`src/rtl/wimax_pkg.sv`:
```
`default_nettype none
// ============================================================================
// Module : wimax_pkg
// Brief  : Shared block size and serializer state encoding for the WiMAX PHY.
// Rev    : 1.0
// ============================================================================
package wimax_pkg;

   localparam int WIMAX_BLOCK_BITS = 96;

   typedef enum logic [1:0] {
      SER_IDLE  = 2'd0,
      SER_SHIFT = 2'd1,
      SER_GAP   = 2'd2
   } ser_state_t;

endpackage
`default_nettype wire

```
`src/rtl/wimax_block_serializer_if.sv`:
```
`default_nettype none
// ============================================================================
// Module : wimax_block_serializer_if
// Brief  : Block-word input stream and serial-bit output stream of the serializer.
// Rev    : 1.0
// ============================================================================
interface wimax_block_serializer_if #(
   parameter int BLOCK_BITS = wimax_pkg::WIMAX_BLOCK_BITS
);

   logic [BLOCK_BITS-1:0] blk_data;
   logic                  blk_valid;
   logic                  blk_ready;
   logic                  bit_out;
   logic                  bit_valid;
   logic                  bit_ready;

   // master = block source / bit sink, slave = serializer
   modport master (
      output blk_data, blk_valid, bit_ready,
      input  blk_ready, bit_out, bit_valid
   );

   modport slave (
      input  blk_data, blk_valid, bit_ready,
      output blk_ready, bit_out, bit_valid
   );

endinterface
`default_nettype wire

```
`src/rtl/blk_fifo.sv`:
```
`default_nettype none
// ============================================================================
// Module : blk_fifo
// Brief  : Generic synchronous FIFO with first-word fall-through read and flush.
// Rev    : 1.0
// ============================================================================
module blk_fifo #(
   parameter int WIDTH = 96,
   parameter int DEPTH = 2
) (
   input  logic             clk,
   input  logic             rst,
   input  logic             i_flush,
   input  logic             i_push,
   input  logic             i_pop,
   input  logic [WIDTH-1:0] i_wr_data,
   output logic [WIDTH-1:0] o_rd_data,
   output logic             o_full,
   output logic             o_empty
);

   localparam int c_PTR_W = (DEPTH > 1) ? $clog2(DEPTH) : 1;
   localparam int c_CNT_W = $clog2(DEPTH + 1);
   localparam logic [c_CNT_W-1:0] c_DEPTH = c_CNT_W'(DEPTH);

   logic [WIDTH-1:0]   r_mem [DEPTH];
   logic [c_PTR_W-1:0] r_wr_ptr;
   logic [c_PTR_W-1:0] r_rd_ptr;
   logic [c_CNT_W-1:0] r_count;
   logic               w_push;
   logic               w_pop;

   assign o_full    = (r_count == c_DEPTH);
   assign o_empty   = (r_count == '0);
   assign o_rd_data = r_mem[r_rd_ptr];

   // flush wins over both ports; pointers wrap naturally since DEPTH is a power of 2
   assign w_push = i_push && !o_full  && !i_flush;
   assign w_pop  = i_pop  && !o_empty && !i_flush;

   always_ff @(posedge clk) begin
      if (w_push) begin
         r_mem[r_wr_ptr] <= i_wr_data;
      end
   end

   always_ff @(posedge clk or posedge rst) begin
      if (rst) begin
         r_wr_ptr <= '0;
         r_rd_ptr <= '0;
         r_count  <= '0;
      end else if (i_flush) begin
         r_wr_ptr <= '0;
         r_rd_ptr <= '0;
         r_count  <= '0;
      end else begin
         if (w_push) r_wr_ptr <= r_wr_ptr + c_PTR_W'(1);
         if (w_pop)  r_rd_ptr <= r_rd_ptr + c_PTR_W'(1);
         case ({w_push, w_pop})
            2'b10:   r_count <= r_count + c_CNT_W'(1);
            2'b01:   r_count <= r_count - c_CNT_W'(1);
            default: r_count <= r_count;
         endcase
      end
   end

endmodule
`default_nettype wire

```
`src/rtl/wimax_block_serializer.sv`:
```
`default_nettype none
// ============================================================================
// Module : wimax_block_serializer
// Brief  : Buffers 96-bit blocks and emits them MSB-first with an idle gap.
// Rev    : 1.0
// ============================================================================
module wimax_block_serializer
   import wimax_pkg::*;
#(
   parameter int BLOCK_BITS = WIMAX_BLOCK_BITS,
   parameter int FIFO_DEPTH = 2,
   parameter int GAP_CYCLES = 1
) (
   input  logic                     clk_ref,
   input  logic                     rst,
   input  logic                     flush,
   wimax_block_serializer_if.slave  bus,
   output logic                     busy,
   output logic                     block_done,
   output logic [15:0]              blocks_sent
);

   localparam int c_CNT_W = $clog2(BLOCK_BITS);
   localparam int c_GAP_W = (GAP_CYCLES > 1) ? $clog2(GAP_CYCLES) : 1;
   localparam logic [c_CNT_W-1:0] c_LAST_BIT = c_CNT_W'(BLOCK_BITS - 1);
   localparam logic [c_GAP_W-1:0] c_GAP_LAST = c_GAP_W'((GAP_CYCLES > 0) ? GAP_CYCLES - 1 : 0);

   ser_state_t              r_state;
   ser_state_t              w_next_state;
   logic [BLOCK_BITS-1:0]   r_shreg;
   logic [c_CNT_W-1:0]      r_bit_cnt;
   logic [c_GAP_W-1:0]      r_gap_cnt;
   logic                    r_done;
   logic [15:0]             r_blocks_sent;
   logic                    r_avail;
   logic [BLOCK_BITS-1:0]   w_head;
   logic                    w_full;
   logic                    w_empty;
   logic                    w_push;
   logic                    w_pop;
   logic                    w_load;
   logic                    w_shift;
   logic                    w_last;
   logic                    w_xfer;

   blk_fifo #(
      .WIDTH (BLOCK_BITS),
      .DEPTH (FIFO_DEPTH)
   ) u_fifo (
      .clk       (clk_ref),
      .rst       (rst),
      .i_flush   (flush),
      .i_push    (w_push),
      .i_pop     (w_pop),
      .i_wr_data (bus.blk_data),
      .o_rd_data (w_head),
      .o_full    (w_full),
      .o_empty   (w_empty)
   );

   assign bus.blk_ready = !w_full;
   assign w_push        = bus.blk_valid && !w_full;
   assign bus.bit_valid = (r_state == SER_SHIFT);
   assign bus.bit_out   = (r_state == SER_SHIFT) && r_shreg[BLOCK_BITS-1];
   assign w_xfer        = (r_state == SER_SHIFT) && bus.bit_ready;
   assign busy          = (r_state != SER_IDLE) || !w_empty;
   assign block_done    = r_done;
   assign blocks_sent   = r_blocks_sent;

   always_comb begin
      w_next_state = r_state;
      w_pop        = 1'b0;
      w_load       = 1'b0;
      w_shift      = 1'b0;
      w_last       = 1'b0;
      case (r_state)
         // launch waits on the registered not-empty flag, giving a fresh
         // word one full cycle in the FIFO before it is taken
         SER_IDLE: begin
            if (r_avail && !w_empty) begin
               w_pop        = 1'b1;
               w_load       = 1'b1;
               w_next_state = SER_SHIFT;
            end
         end
         SER_SHIFT: begin
            if (w_xfer) begin
               if (r_bit_cnt == c_LAST_BIT) begin
                  w_last = 1'b1;
                  if (GAP_CYCLES > 0) begin
                     w_next_state = SER_GAP;
                  end else if (!w_empty) begin
                     w_pop  = 1'b1;
                     w_load = 1'b1;
                  end else begin
                     w_next_state = SER_IDLE;
                  end
               end else begin
                  w_shift = 1'b1;
               end
            end
         end
         SER_GAP: begin
            if (r_gap_cnt == c_GAP_LAST) begin
               w_next_state = SER_IDLE;
            end
         end
         default: w_next_state = SER_IDLE;
      endcase
      if (flush) begin
         w_next_state = SER_IDLE;
         w_pop        = 1'b0;
         w_load       = 1'b0;
         w_shift      = 1'b0;
         w_last       = 1'b0;
      end
   end

   always_ff @(posedge clk_ref or posedge rst) begin
      if (rst) begin
         r_state       <= SER_IDLE;
         r_shreg       <= '0;
         r_bit_cnt     <= '0;
         r_gap_cnt     <= '0;
         r_done        <= 1'b0;
         r_blocks_sent <= '0;
         r_avail       <= 1'b0;
      end else begin
         r_state <= w_next_state;
         r_avail <= !w_empty && !flush;
         r_done  <= w_last;
         if (w_last) begin
            r_blocks_sent <= r_blocks_sent + 16'd1;
         end
         if (w_load) begin
            r_shreg   <= w_head;
            r_bit_cnt <= '0;
         end else if (w_shift) begin
            r_shreg   <= {r_shreg[BLOCK_BITS-2:0], 1'b0};
            r_bit_cnt <= r_bit_cnt + c_CNT_W'(1);
         end
         if (r_state == SER_GAP) begin
            r_gap_cnt <= r_gap_cnt + c_GAP_W'(1);
         end else begin
            r_gap_cnt <= '0;
         end
      end
   end

endmodule
`default_nettype wire
```
`src/flat_wrapper.sv`:
```
// flat-port wrapper written by rule: the top's interface ports become plain ports
module wimax_block_serializer_flat import wimax_pkg::*;
#(
   parameter int BLOCK_BITS = WIMAX_BLOCK_BITS,
   parameter int FIFO_DEPTH = 2,
   parameter int GAP_CYCLES = 1
)
  (clk_ref, rst, flush, busy, block_done, blocks_sent, bus_blk_data, bus_blk_valid, bus_bit_ready, bus_blk_ready, bus_bit_out, bus_bit_valid);
  wimax_block_serializer_if #(.BLOCK_BITS(BLOCK_BITS)) bus_i ();
  input  logic clk_ref;
  input  logic rst;
  input  logic flush;
  output logic busy;
  output logic block_done;
  output logic [15:0] blocks_sent;
  input wire logic [$bits(bus_i.blk_data)-1:0] bus_blk_data;
  input wire logic [$bits(bus_i.blk_valid)-1:0] bus_blk_valid;
  input wire logic [$bits(bus_i.bit_ready)-1:0] bus_bit_ready;
  output wire logic [$bits(bus_i.blk_ready)-1:0] bus_blk_ready;
  output wire logic [$bits(bus_i.bit_out)-1:0] bus_bit_out;
  output wire logic [$bits(bus_i.bit_valid)-1:0] bus_bit_valid;
  assign bus_i.blk_data = bus_blk_data;
  assign bus_i.blk_valid = bus_blk_valid;
  assign bus_i.bit_ready = bus_bit_ready;
  assign bus_blk_ready = bus_i.blk_ready;
  assign bus_bit_out = bus_i.bit_out;
  assign bus_bit_valid = bus_i.bit_valid;
  wimax_block_serializer #(.BLOCK_BITS(BLOCK_BITS), .FIFO_DEPTH(FIFO_DEPTH), .GAP_CYCLES(GAP_CYCLES)) u_core (.clk_ref(clk_ref), .rst(rst), .flush(flush), .bus(bus_i), .busy(busy), .block_done(block_done), .blocks_sent(blocks_sent));
endmodule
```
`config.mk`:
```
export PLATFORM = sky130hd
export DESIGN_NAME = wimax_block_serializer_flat
export DESIGN_NICKNAME = d
export VERILOG_FILES = /design/src/rtl/wimax_pkg.sv /design/src/rtl/wimax_block_serializer_if.sv /design/src/rtl/blk_fifo.sv /design/src/rtl/wimax_block_serializer.sv /design/src/flat_wrapper.sv
export SDC_FILE = /design/constraint.sdc
export NUM_CORES = 1
export LEC_CHECK = 0
export BUFFER_PORTS_ARGS = -buffer_cell sky130_fd_sc_hd__buf_2
export CELL_PAD_IN_SITES_DETAIL_PLACEMENT = 1
export CELL_PAD_IN_SITES_GLOBAL_PLACEMENT = 2
export CORE_AREA = 2 2 184 186
export CTS_CLUSTER_SIZE = 12
export DETAILED_ROUTE_END_ITERATION = 16
export DIE_AREA = 0 0 186 188
export PLACE_DENSITY = 0.78
export SLEW_MARGIN = 0
export SYNTH_ARGS = -nofsm -noshare
export SYNTH_HDL_FRONTEND = slang
export SYNTH_HIERARCHICAL = 1
export SYNTH_SLANG_ARGS = --single-unit
```
`constraint.sdc`:
```
create_clock -name clk_ref -period 9.2 [get_ports clk_ref]
set_clock_uncertainty 0.15 [all_clocks]
set_input_delay 1.38 -clock clk_ref [delete_from_list [all_inputs] [get_ports clk_ref]]
set_output_delay 1.38 -clock clk_ref [all_outputs]
set_load 0.02 [all_outputs]
```
### Word-level counts from Yosys, hierarchy flattened

Memories as Yosys holds them, arrays and structs flattened.
Index checks and enable logic that the tools add are counted.
Widths: inputs -> output; s select.

* register bits after elaboration: 128
* bits in writable memories: 192
* input port bits: 101
* output and inout bits: 21
* logic and storage cells: 79
* memories kept: 1

* $add $sub $neg: 7
* eq/ne operators: 10
* mux-type cells: 30
* reductions and logical operators: 21

Memory list
* u_core.u_fifo.r_mem: words 2, width 96, read ports 1, clocked after memory_dff 0, wr ports 1, line blk_fifo.sv:26 `logic [WIDTH-1:0] r_mem [DEPTH];`

Operators by type and width (number)
* $mux 96: 2
* $mux 1: 18
* $add 16x1->16 const B: 1
* $mux 7: 2
* $mux 2: 6
* $logic_and 1x1->1: 9
* $ne 3x2->1 const B: 3
* $reduce_bool 2->1: 4
* $add 7x1->7 const B: 1
* $eq 7x7->1 const B: 1
* $eq 2x2->1 const B: 3
* $pmux 2 s3: 1
* $eq 2x1->1 const B: 2
* $logic_not 2->1: 2
* $pmux 2 s2: 1
* $reduce_and 4->1: 1
* $add 1x1->1 const B: 3
* $logic_not 1->1: 3
* $ne 3x3->1 const B: 1
* $reduce_bool 3->1: 1
* $add 2x1->2 const B: 1
* $sub 2x1->2 const B: 1
* $logic_or 1x1->1: 1

### Longest topological paths before layout

* depth in word-level cells: 11
* gate-level depth with buffers: 8
* depth with buffers taken out: 7

### Hierarchy

Netlist, hierarchy kept.

By module, submodules not included
* blk_fifo: instances 1, cells each 326, area each 7163.1 um^2, sequential area each 5865.6 um^2
* wimax_block_serializer: instances 1, cells each 459, area each 5502.8 um^2, sequential area each 3103.0 um^2

### Least setup slack after synthesis

No wires, ideal clock.

* path type: input to register
* start: in bus_blk_valid
* end: mem u_core.u_fifo.r_mem[1][0] (enable)
* setup time: 0.690 ns
* data arrival time: 8.752 ns
* data required time: 8.360 ns
* slack: -0.392 ns
* cell stages on the path: 3
* path buffers: 0
* cell sequence: nor2b_1 -> nand2_1 -> nor3b_1

* word-level cells in the longest chain between the ends: 5

Ends and longest elaborated chain
* start, declared: line flat_wrapper.sv:17 `input wire logic [$bits(bus_i.blk_valid)-1:0] bus_blk_valid;`
* $logic_and 1x1->1: line wimax_block_serializer.sv:62 `assign w_push = bus.blk_valid && !w_full;`
* $logic_and 1x1->1 (2 in a row): line blk_fifo.sv:38 `assign w_push = i_push && !o_full && !i_flush;`
* $mux 1: line blk_fifo.sv:42 `if (w_push) begin`
* $mux 1 (implied by the code): line blk_fifo.sv:43 `r_mem[r_wr_ptr] <= i_wr_data;`
* end, declared: line blk_fifo.sv:26

Every way passes these cells.

### Worst setup path after layout

* start: in flush
* end: reg u_core.u_fifo.r_count[0]

* word-level cells in the longest chain between the ends: 6
* elaborated cells on any way between the ends: 10
* classes of those cells: eq/ne (2); mux (3); reduce/logical (5)

Ends and longest elaborated chain
* start, declared: line flat_wrapper.sv:12 `input logic flush;`
* $mux 1: line wimax_block_serializer.sv:110 `if (flush) begin`
* $logic_and 1x1->1 (2 in a row): line blk_fifo.sv:39 `assign w_pop = i_pop && !o_empty && !i_flush;`
* $eq 2x1->1 or $eq 2x2->1 (tied branches): line blk_fifo.sv:59 `case ({w_push, w_pop})`
* $pmux 2 s2: line blk_fifo.sv:59
* $mux 2: line blk_fifo.sv:52 `end else if (i_flush) begin`
* end signal, assigned: line blk_fifo.sv:60 `2'b10: r_count <= r_count + c_CNT_W'(1);`
* end signal, assigned: line blk_fifo.sv:61 `2'b01: r_count <= r_count - c_CNT_W'(1);`
* end signal, assigned: line blk_fifo.sv:62 `default: r_count <= r_count;`
* end, declared: line blk_fifo.sv:29 `logic [c_CNT_W-1:0] r_count;`

Parallel ways exist; a longest one is shown, timed or not.
A chain may end at the register's enable or synchronous reset.

==> metrics.txt <==
vias per cell=5.26; setup TNS=0 ns; Slew Viols, Final=0; synth warn=6; clock tree buffer depth=3; Port Buf Inserts=121; Die Span X=186 microns; share of layout cells above drive strength 1=32.1%; Worst EP required=9.48 ns; Resized Gates After CTS=0; min-delay src=u_core/r_gap_cnt$_DFF_PP0_; Cell Count Post-Placement=1309; post-CTS setup buffer count=0; post-synthesis sequential area ratio=70.8%; post-synthesis async set-or-reset flop share=40.0%; DIE AREA=35000 sq um; most common cell in the netlist=edfxtp_1; Final Routed Wirelength=26800 microns; # diodes=0; average size of a mapped cell=16.1 sq um; Remaining Overflow, GRT=0; Syn Std Cell Area=12700 sq um; Setup crit start=flush; Worst EP arrival=4.67 ns; worst-margin pin slew=1.13 ns; Area contributors post-synth=edfxtp_1, dfrtp_1, mux2_2; Detailed Route Iter0 Violations=545; Worst-path clk slew=0.06 ns; CTS H-tree lvls=2; first-pass detailed-route iteration total=5; Synth-to-Final Area Change=17.0%; clk sinks=320; Wirelength per Cell=19.5 microns; gpl congestion=0.686; total vias in the final route=7223; Tmin final=4.39 ns; synthesized instance count=785; Leak=6.06 nW; Final Hold Slack=0.278 ns; # setup viols final=0; CP Class=in2reg; initial antenna violation count=1; Peak supply drop=122 uV; area share of the largest cell type after synthesis=45.5%; Worst setup EP type=register; TritonCTS clock tree=yes; setup ws final=4.81 ns; f_max=0.228 GHz; number of synthesized flops with an enable pin=192; largest net degree at the start of global routing=102; fillers=3271; Post-CTS Hold Buffers=0; row count=67; drt drc=0; Post-DRT Antenna Nets=0; vias in the first global route=7978; chip height=188 microns; FF-to-FF setup slack=5.35 ns; Yosys reg bits=320; Worst Hold Class=reg2reg; max cap viols=0; HPWL after DPL=15100 microns; Post-synth top cells=edfxtp_1, dfrtp_1, mux2_2; first-pass GRT wire length=43800 microns; final net count=1002; top cell type by total area after synthesis=edfxtp_1; FF-to-FF Start=u_core/u_fifo/r_count[1]$_DFFE_PP0P_; CTS buffer count=36; Top FF cell, synth=edfxtp_1; total core area=33100 sq um; status=finished, final reports clean; Critical Path Source Type=input pin; CTS root buffer=clkbuf_16; initial core utilization=38.3%; Synth cell types=45; Tot Pwr=3.65 mW; I/O Pins=122; pwr dens=246 nW/um^2; GRT Util Overall=15.8%; pre-CTS setup slack=4.23 ns; Final Cycle Share=47.7%; Rel. slew slack=24.4%; Clock Latency Late Sink=0.50 ns; RSZ-0062 raised after global routing=no; final-report hold violation count=0; Post-Layout Cell Count=1374; Mapped Nets=888; Crit Path Max Fanout=99
## routing by layer
metal	GRT usage, %	up-vias	share of wire (%)
li1	-	3324	-
met1	21.2	3705	44
met2	26.3	152	49
met3	2.89	40	4.0
met4	4.24	2	2.1
met5	0	-	0.041
## worst max-delay path, cell delays in order
cell	delay (ns)
buf_2	0.18
nor2_1	0.24
nand3_4	0.75
inv_4	0.88
buf_4	0.63
mux2i_1	0.14
or2_2	0.29
a21oi_1	0.12
## cell usage in the layout (no fill, tap or decap), types with 3 or more instances in the layout
master and n:
a21oi_1 9, a221o_1 94, and3_1 95, buf_2 121
buf_4 9, clkbuf_1 9, clkbuf_16 37, clkbuf_8 7
clkinv_1 6, clkinv_2 3, dfrtp_1 127, edfxtp_1 192
inv_1 6, inv_6 4, mux2_2 97, nand2_1 16
nand3_1 10, nand3b_1 3, nand4_1 6, nor2_1 12
nor2b_1 3, nor3_1 3, xnor2_1 8, xor2_1 11
## area by class of cell
class	instances	area (sq um)	share of cell area (%)
flip-flops and latches	320	8970	60.5
inverters	9	41.3	0.279
clock inverters	12	63.8	0.430
clock buffers	53	1060	7.12
repair buffers	130	673	4.54
multi-input cells	402	3460	23.3
well taps	448	561	3.78
## flip-flops by register name, summed over array words and instances, names as in the netlist
signal / flops
u_core/block_done: 1
u_core/blocks_sent: 16
u_core/r_avail: 1
u_core/r_bit_cnt: 7
u_core/r_gap_cnt: 1
u_core/r_shreg: 96
u_core/r_state: 2
u_core/u_fifo/r_count: 2
u_core/u_fifo/r_mem: 192
u_core/u_fifo/r_rd_ptr: 1
u_core/u_fifo/r_wr_ptr: 1
## cell families after synthesis
| group | Yosys count | share of synthesized area, % |
|---|---|---|
| DFF | 320 | 70.8 |
| and+or+nand+nor | 169 | 8.26 |
| AOI/OAI and AO/OA | 113 | 8.33 |
| muxes | 99 | 8.78 |
| buffers and inverters | 63 | 2.31 |
| xor gates and xnor gates | 19 | 1.31 |
| adders and majority gates | 2 | 0.198 |
## report_power, final
group / total, mW / switching (mW) / internal, mW
clock: 1.34 / 0.547 / 0.796
combinational: 0.430 / 0.182 / 0.248
sequential: 1.88 / 0.119 / 1.76
total: 3.65 / 0.848 / 2.80
## stage by stage
| step | instance area [sq um] | utilization [%] |
|---|---|---|
| after floorplan | 12700 | - |
| after global placement | 13700 | 41.4 |
| after detailed placement | 13700 | 41.4 |
| after CTS | 14800 | 44.8 |
| after global routing | 14800 | 44.8 |
| final | 14800 | 44.8 |
## path summary, 6_finish.rpt
| kind | endpoint | cells past startpoint |
|---|---|---|
| worst max-delay path | u_core/u_fifo/r_count[0]$_DFFE_PP0P_ | 8 |
| worst min-delay path | u_core/r_gap_cnt$_DFF_PP0_ | 1 |
| worst max register to register | u_core/u_fifo/r_count[0]$_DFFE_PP0P_ | 8 |
| worst min register to register | u_core/r_gap_cnt$_DFF_PP0_ | 1 |
| max in group asynchronous | u_core/r_shreg[6]$_DFFE_PP0P_ | 3 |
| min in group asynchronous | u_core/u_fifo/r_count[0]$_DFFE_PP0P_ | 2 |
No activity file was read; power rests on OpenSTA's default activity.
